**src/rtl/core_pkg.sv**
```systemverilog
// Core-wide shared definitions: datapath widths plus the memory-port
// identifiers used by mem_arbiter and its route queue.
package core_pkg;

    localparam int unsigned Xlen     = 64;
    localparam int unsigned MaskBits = 8;

    // Identity of a memory requester; stored per outstanding request.
    typedef enum logic {
        MemPortIf = 1'b0,
        MemPortLs = 1'b1
    } mem_port_e;

    // Downstream handshake lock: Held pins the grant while a request waits for ready.
    typedef enum logic {
        LockFree = 1'b0,
        LockHeld = 1'b1
    } mem_lock_e;

endpackage

```
**src/rtl/mem_arb_route_fifo.sv**
```systemverilog
// In-order route queue for mem_arbiter: remembers which requester owns each
// accepted-but-unanswered memory request. Supports push and pop in the same
// cycle; a pop on an empty queue and a push on a full queue are ignored.
module mem_arb_route_fifo
    import core_pkg::*;
#(
    parameter int unsigned Depth = 2
) (
    input  logic      clk_i,
    input  logic      rst_ni,
    input  logic      push_i,
    input  mem_port_e push_id_i,
    input  logic      pop_i,
    output logic      full_o,
    output logic      empty_o,
    output mem_port_e head_o
);

    localparam int unsigned PtrW = (Depth > 1) ? $clog2(Depth) : 1;
    localparam int unsigned CntW = $clog2(Depth) + 1;

    mem_port_e       entries_q [Depth];
    logic [PtrW-1:0] wr_ptr_q, wr_ptr_d;
    logic [PtrW-1:0] rd_ptr_q, rd_ptr_d;
    logic [CntW-1:0] count_q, count_d;
    logic            push_en;
    logic            pop_en;

    // Wrap at Depth-1; identical to natural wrap for power-of-two depths.
    function automatic logic [PtrW-1:0] ptr_inc(input logic [PtrW-1:0] ptr);
        if (ptr == PtrW'(Depth - 1)) begin
            return '0;
        end
        return ptr + 1'b1;
    endfunction

    assign full_o  = (count_q == CntW'(Depth));
    assign empty_o = (count_q == '0);
    assign head_o  = entries_q[rd_ptr_q];
    assign push_en = push_i & ~full_o;
    assign pop_en  = pop_i & ~empty_o;

    // Next pointer and occupancy values; simultaneous push/pop keeps the count.
    always_comb begin
        wr_ptr_d = wr_ptr_q;
        rd_ptr_d = rd_ptr_q;
        count_d  = count_q;
        if (push_en) begin
            wr_ptr_d = ptr_inc(wr_ptr_q);
        end
        if (pop_en) begin
            rd_ptr_d = ptr_inc(rd_ptr_q);
        end
        case ({push_en, pop_en})
            2'b10:   count_d = count_q + 1'b1;
            2'b01:   count_d = count_q - 1'b1;
            default: count_d = count_q;
        endcase
    end

    // Queue control state, cleared asynchronously so reset empties the queue.
    always_ff @(posedge clk_i or negedge rst_ni) begin
        if (!rst_ni) begin
            wr_ptr_q <= '0;
            rd_ptr_q <= '0;
            count_q  <= '0;
        end else begin
            wr_ptr_q <= wr_ptr_d;
            rd_ptr_q <= rd_ptr_d;
            count_q  <= count_d;
        end
    end

    // Entry storage needs no reset: an entry is only read after it was written.
    always_ff @(posedge clk_i) begin
        if (push_en) begin
            entries_q[wr_ptr_q] <= push_id_i;
        end
    end

endmodule

```
**src/rtl/mem_arbiter.sv**
```systemverilog
// Two-requester memory port arbiter: instruction fetch (port 0) and the
// load/store unit (port 1) share one downstream valid/ready request port.
// Request and response paths are combinational; an in-order route queue
// steers each response beat back to the requester that issued it.
// Optional build macro MEM_ARB_RR_EN: round-robin arbitration instead of the
// default fixed LSU-over-fetch priority.
module mem_arbiter #(
    parameter int unsigned MaxOutstanding = 2,
    parameter int unsigned Xlen           = core_pkg::Xlen,
    parameter int unsigned MaskBits       = core_pkg::MaskBits
) (
    input  logic                clk_i,
    input  logic                rst_ni,
    input  logic                if_valid_i,
    output logic                if_ready_o,
    input  logic [Xlen-1:0]     if_addr_i,
    output logic [Xlen-1:0]     if_rdata_o,
    output logic                if_rvalid_o,
    input  logic                ls_valid_i,
    output logic                ls_ready_o,
    input  logic [Xlen-1:0]     ls_addr_i,
    input  logic [Xlen-1:0]     ls_wdata_i,
    input  logic [MaskBits-1:0] ls_wmask_i,
    output logic [Xlen-1:0]     ls_rdata_o,
    output logic                ls_rvalid_o,
    output logic                mem_valid_o,
    input  logic                mem_ready_i,
    output logic [Xlen-1:0]     mem_addr_o,
    output logic [Xlen-1:0]     mem_wdata_o,
    output logic [MaskBits-1:0] mem_wmask_o,
    input  logic [Xlen-1:0]     mem_rdata_i,
    input  logic                mem_rvalid_i
);

    import core_pkg::*;

    logic      route_full;
    logic      route_empty;
    mem_port_e route_head;
    mem_port_e grant;
    logic      accept;
    mem_lock_e lock_q, lock_d;
    mem_port_e lock_id_q, lock_id_d;
`ifdef MEM_ARB_RR_EN
    mem_port_e rr_q, rr_d;
`endif

    // Grant selection: a held lock wins, otherwise the arbitration policy.
    always_comb begin
        grant = MemPortIf;
        if (lock_q == LockHeld) begin
            grant = lock_id_q;
`ifdef MEM_ARB_RR_EN
        end else if (ls_valid_i && if_valid_i) begin
            // rr_q names the previous winner, which loses the tie.
            grant = (rr_q == MemPortLs) ? MemPortIf : MemPortLs;
`endif
        end else if (ls_valid_i) begin
            grant = MemPortLs;
        end else begin
            grant = MemPortIf;
        end
    end

    assign mem_valid_o = (if_valid_i | ls_valid_i) & ~route_full;
    assign accept      = mem_valid_o & mem_ready_i;
    assign if_ready_o  = accept & (grant == MemPortIf);
    assign ls_ready_o  = accept & (grant == MemPortLs);

    // Downstream payload mux; fetches never write.
    always_comb begin
        mem_addr_o  = if_addr_i;
        mem_wdata_o = '0;
        mem_wmask_o = '0;
        if (grant == MemPortLs) begin
            mem_addr_o  = ls_addr_i;
            mem_wdata_o = ls_wdata_i;
            mem_wmask_o = ls_wmask_i;
        end
    end

    // Lock next-state: pin the grant while the downstream stalls a valid request.
    always_comb begin
        lock_d    = lock_q;
        lock_id_d = lock_id_q;
        case (lock_q)
            LockFree: begin
                if (mem_valid_o && !mem_ready_i) begin
                    lock_d    = LockHeld;
                    lock_id_d = grant;
                end
            end
            LockHeld: begin
                if (accept) begin
                    lock_d = LockFree;
                end
            end
        endcase
    end

`ifdef MEM_ARB_RR_EN
    // Round-robin history: remember the most recently accepted port.
    always_comb begin
        rr_d = accept ? grant : rr_q;
    end
`endif

    // Lock state machine and arbitration history registers.
    always_ff @(posedge clk_i or negedge rst_ni) begin
        if (!rst_ni) begin
            lock_q    <= LockFree;
            lock_id_q <= MemPortIf;
`ifdef MEM_ARB_RR_EN
            rr_q      <= MemPortIf;
`endif
        end else begin
            lock_q    <= lock_d;
            lock_id_q <= lock_id_d;
`ifdef MEM_ARB_RR_EN
            rr_q      <= rr_d;
`endif
        end
    end

    // Response steering: data is broadcast, only the queue head's owner sees rvalid.
    // A response with nothing outstanding is dropped (no rvalid, queue untouched).
    assign if_rdata_o  = mem_rdata_i;
    assign ls_rdata_o  = mem_rdata_i;
    assign if_rvalid_o = mem_rvalid_i & ~route_empty & (route_head == MemPortIf);
    assign ls_rvalid_o = mem_rvalid_i & ~route_empty & (route_head == MemPortLs);

    mem_arb_route_fifo #(
        .Depth(MaxOutstanding)
    ) u_route_fifo (
        .clk_i    (clk_i),
        .rst_ni   (rst_ni),
        .push_i   (accept),
        .push_id_i(grant),
        .pop_i    (mem_rvalid_i),
        .full_o   (route_full),
        .empty_o  (route_empty),
        .head_o   (route_head)
    );

endmodule

```
**config.mk**
```make
export PLATFORM = sky130hd
export DESIGN_NAME = mem_arbiter
export DESIGN_NICKNAME = d
export VERILOG_FILES = /design/src/rtl/core_pkg.sv /design/src/rtl/mem_arb_route_fifo.sv /design/src/rtl/mem_arbiter.sv
export SDC_FILE = /design/constraint.sdc
export NUM_CORES = 1
export LEC_CHECK = 0
export ABC_AREA = 1
export BUFFER_PORTS_ARGS = -buffer_cell sky130_fd_sc_hd__buf_2
export CAP_MARGIN = 20
export CORE_AREA = 5 5 207 209
export DETAILED_ROUTE_END_ITERATION = 8
export DIE_AREA = 0 0 212 214
export GPL_ROUTABILITY_DRIVEN = 0
export SYNTH_ARGS = -nofsm -noshare
export SYNTH_HDL_FRONTEND = slang
export SYNTH_HIERARCHICAL = 1
export SYNTH_SLANG_ARGS = --single-unit
export TNS_END_PERCENT = 30
```
**constraint.sdc**
```tcl
create_clock -name clk_i -period 3.3 [get_ports clk_i]
set_clock_uncertainty 0.2 [all_clocks]
set_input_delay 0 -clock clk_i [delete_from_list [all_inputs] [get_ports clk_i]]
set_output_delay 0 -clock clk_i [all_outputs]
set_load 0.01 [all_outputs]
```
==> parameters.txt <==
Parameter                              Value

Status
  Outcome ... complete, no violations

STA
  Slew at the pin closest to its max-slew limit ... 761 ps
  Hold Slack ... 66.3 ps
  Period utilization ... 0.666
  Setup TNS after final layout ... 0 ps
  Final Hold Viols ... 0
  Setup repair after global routing missed its margin ... no
  Finish-stage setup viols ... 0
  Highest Clock Rate ... 455 MHz
  Crit path time final ... 2200 ps
  Relative slew margins ... 0.493
  Fin. max-slew vios ... 0

Synthesis
  Cell type with the largest total area after synthesis ... buf_4
  Cell count after synthesis ... 552
  Most common library cells after synthesis ... 209 x nand2_1, 137 x buf_4, 87 x inv_1, 80 x nor2_1, 11 x buf_2
  Flip-flop cell with the highest count after synthesis ... dfrtp_1
  Share of Yosys cell area claimed by the top area cell type ... 0.363
  Share of synthesized area occupied by flip-flops and latches ... 0.0742
  Share of synthesized flip-flops with an asynchronous set or reset ... 0.750
  Synthesized flop and latch total ... 8
  Number of distinct library cell variants in the gate-level netlist after synthesis ... 19
  Most repeated cell in the gate-level netlist after synthesis ... nand2_1
  Nets in the synthesized netlist ... 823
  Synthesized area per cell ... 5.13 µm²
  Cell types occupying the most area after synthesis ... buf_4 36%, nand2_1 28%, inv_1 12%
  EDFF count, synth ... 2
  Total standard cell area after synthesis ... 0.00283 mm²
  Yosys warning total ... 6

Hold path
  Hold WC Path Type ... in -> reg
  WHS Path Cells ... 4

Placement
  Total instance count after detailed placement ... 1286
  Total half-perimeter wirelength after legalization and detailed placement ... 12.6 mm
  Placement Cell Area ... 0.00419 mm²
  Count of port buffers added during placement ... 346

Clock tree
  CTS clk-pin slew, worst paths ... 40 ps
  H-tree depth reported by CTS ... 1
  TritonCTS Buffers ... 3
  Maximum clock insertion buffer count ... 2
  Clock latency at the later pin of the worst-skew pair ... 230 ps
  TritonCTS sink count ... 8
  TritonCTS clock tree ... built
  Root buffer selected by CTS ... clkbuf_16
  Setup Fix Bufs, Post-CTS ... 0

Finish
  Total area of multi-input combinational cells ... 0.00119 mm²
  Fill cell instance count of the final layout ... 4758
  Synth-to-layout area growth ... 75.0%
  Final instance area ... 0.00496 mm²
  Cell Count, Final, Fillers Out ... 1358
  Final-stage net count ... 1099
  Utilization of the core after routing ... 0.122
  Number of antenna diodes ... 0
  Fraction of layout cells with a size suffix above 1 ... 0.438
  Area taken by flip-flops and latches ... 210 µm²

Die
  Die height ... 214 µm
  Std cell rows ... 74
  Area of the core region ... 0.0406 mm²
  Top Ports ... 539
  Overall die area ... 0.0454 mm²
  Starting density of the core ... 0.0697
  Die span in x ... 212 µm

Critical path
  Number of cells on the worst reg-to-reg path ... 7
  CP max stage delay ... 570 ps
  Worst path most repeated cell ... nand2_1
  Required @ worst endpoint ... 3270 ps
  Worst Path Arrival ... 2160 ps
  Category of the most critical setup path ... reg -> reg
  Critical Path Source Type ... flip-flop
  Buffering stage count on the worst path with inverters included ... 3
  Master of the slowest instance on the critical path ... buf_4
  Number of cells on the critical path ... 7
  Worst-path maximum fanout ... 68
  Largest delay share family, worst path ... buffers and inverters
  Ordered cell list for the critical path ... inv_1 -> nand2_1 -> nand2_2 -> buf_4 -> nand3_1 -> nand2_1 -> dlygate4sd3_1
  Nature of the critical path endpoint ... flip-flop

GRT
  Number of antenna violations at the first check in global routing ... 3
  Remaining global-route overflow ... 0
  Gr usage total ... 0.0607
  Maximum number of pins on one net before global-route repair ... 69
  Global-route wire length before repair ... 21.7 mm
  Via count of the first global-routing pass ... 3880

Drt
  DRC viols ... 0
  Wirelength per Cell ... 11.8 µm
  Residual antenna-violating net count after detailed routing ... 0
  Via density ... 3.03
  First DRT Iteration DRCs ... 300
  Via count ... 4110
  Total Routed Length ... 16.1 mm
  Iteration count of the initial detailed-routing pass ... 5

Job
  Total of max-cap violations ... 0

Power and ir drop
  Cell leakage power ... 3.19 nW
  Worst VDD drop ... 0.265 mV
  Total power density per cell area ... 507 mW/mm²
[worst min-delay path: stages]
cell	delay [ps]
buf_2	110
nor2_1	140
nor3_1	100
nor2_1	110
[where the power goes]
group	total (mW)	switching (mW)	internal, mW
combinational	2.13	1.33	0.799
clock	0.202	0.0461	0.156
sequential	0.179	0.0306	0.149
[cells by family (layout without fill, tap and decap cells)]
logic type | Yosys count | in the layout | share of synthesized area
buf+inv | 239 | 513 | 0.506
flops | 8 | 8 | 0.0742
compound gates | 1 | 1 | 0.00309
simple gates | 302 | 302 | 0.409
xor+xnor | 1 | 1 | 0.00309
fa+ha+maj | 1 | 1 | 0.00442
[through the flow]
step	total power [mW]	setup slack, ps
floorplan	1.51	1480
global placement	2.19	1380
detailed placement	2.19	1360
CTS	2.55	1050
global route	2.76	894
finish	2.51	1100
[per-layer routing]
layer | up-vias | track usage | part of all wire
li1 | 1985 | - | -
met1 | 1734 | 0.0717 | 0.37
met2 | 371 | 0.111 | 0.48
met3 | 18 | 0.0157 | 0.13
met4 | 2 | 0.0101 | 0.013
met5 | - | 0 | 0.00081
[timing repair]
action                                  CTS  global route
endpoints found under the setup margin    0             0
endpoints found under the hold margin   137             0
hold buffers                             69             0
gates resized for setup                   0             0
[final cells by class]
class	instances	share of cell area
Clock buffer	3	0.0151
Inverter	89	0.0679
Multi-Input combinational cell	305	0.240
Sequential cell	8	0.0424
Tap cell	532	0.134
Timing Repair Buffer	421	0.500
[worst paths after layout]
check | startpoint | to | slack (ps)
setup / recovery | flip-flop | lock_id_q$_DFFE_PN0P_ | 1100
setup reg to reg | flip-flop | lock_id_q$_DFFE_PN0P_ | 1100
max in group asynchronous | rst_ni | u_route_fifo/count_q[0]$_DFFE_PN0P_ | 2170
hold / removal | if_valid_i | flip-flop | 70
hold reg to reg | u_route_fifo/count_q[1]$_DFFE_PN0P_ | u_route_fifo/count_q[1]$_DFFE_PN0P_ | 260
min in group asynchronous | rst_ni | lock_id_q$_DFFE_PN0P_ | 510
[cells in the final DEF, fill, tap and decap left out, drive strengths merged]
| cell type | n |
|---|---|
| buf | 352 |
| clkbuf | 3 |
| dfrtp | 6 |
| dlygate4sd3 | 69 |
| edfxtp | 2 |
| ha | 1 |
| inv | 89 |
| nand2 | 212 |
| nand3 | 5 |
| nand4 | 1 |
| nor2 | 81 |
| nor3 | 2 |
| nor3b | 1 |
| o21ai | 1 |
| xnor2 | 1 |
Power figures use the tool's default switching activity.
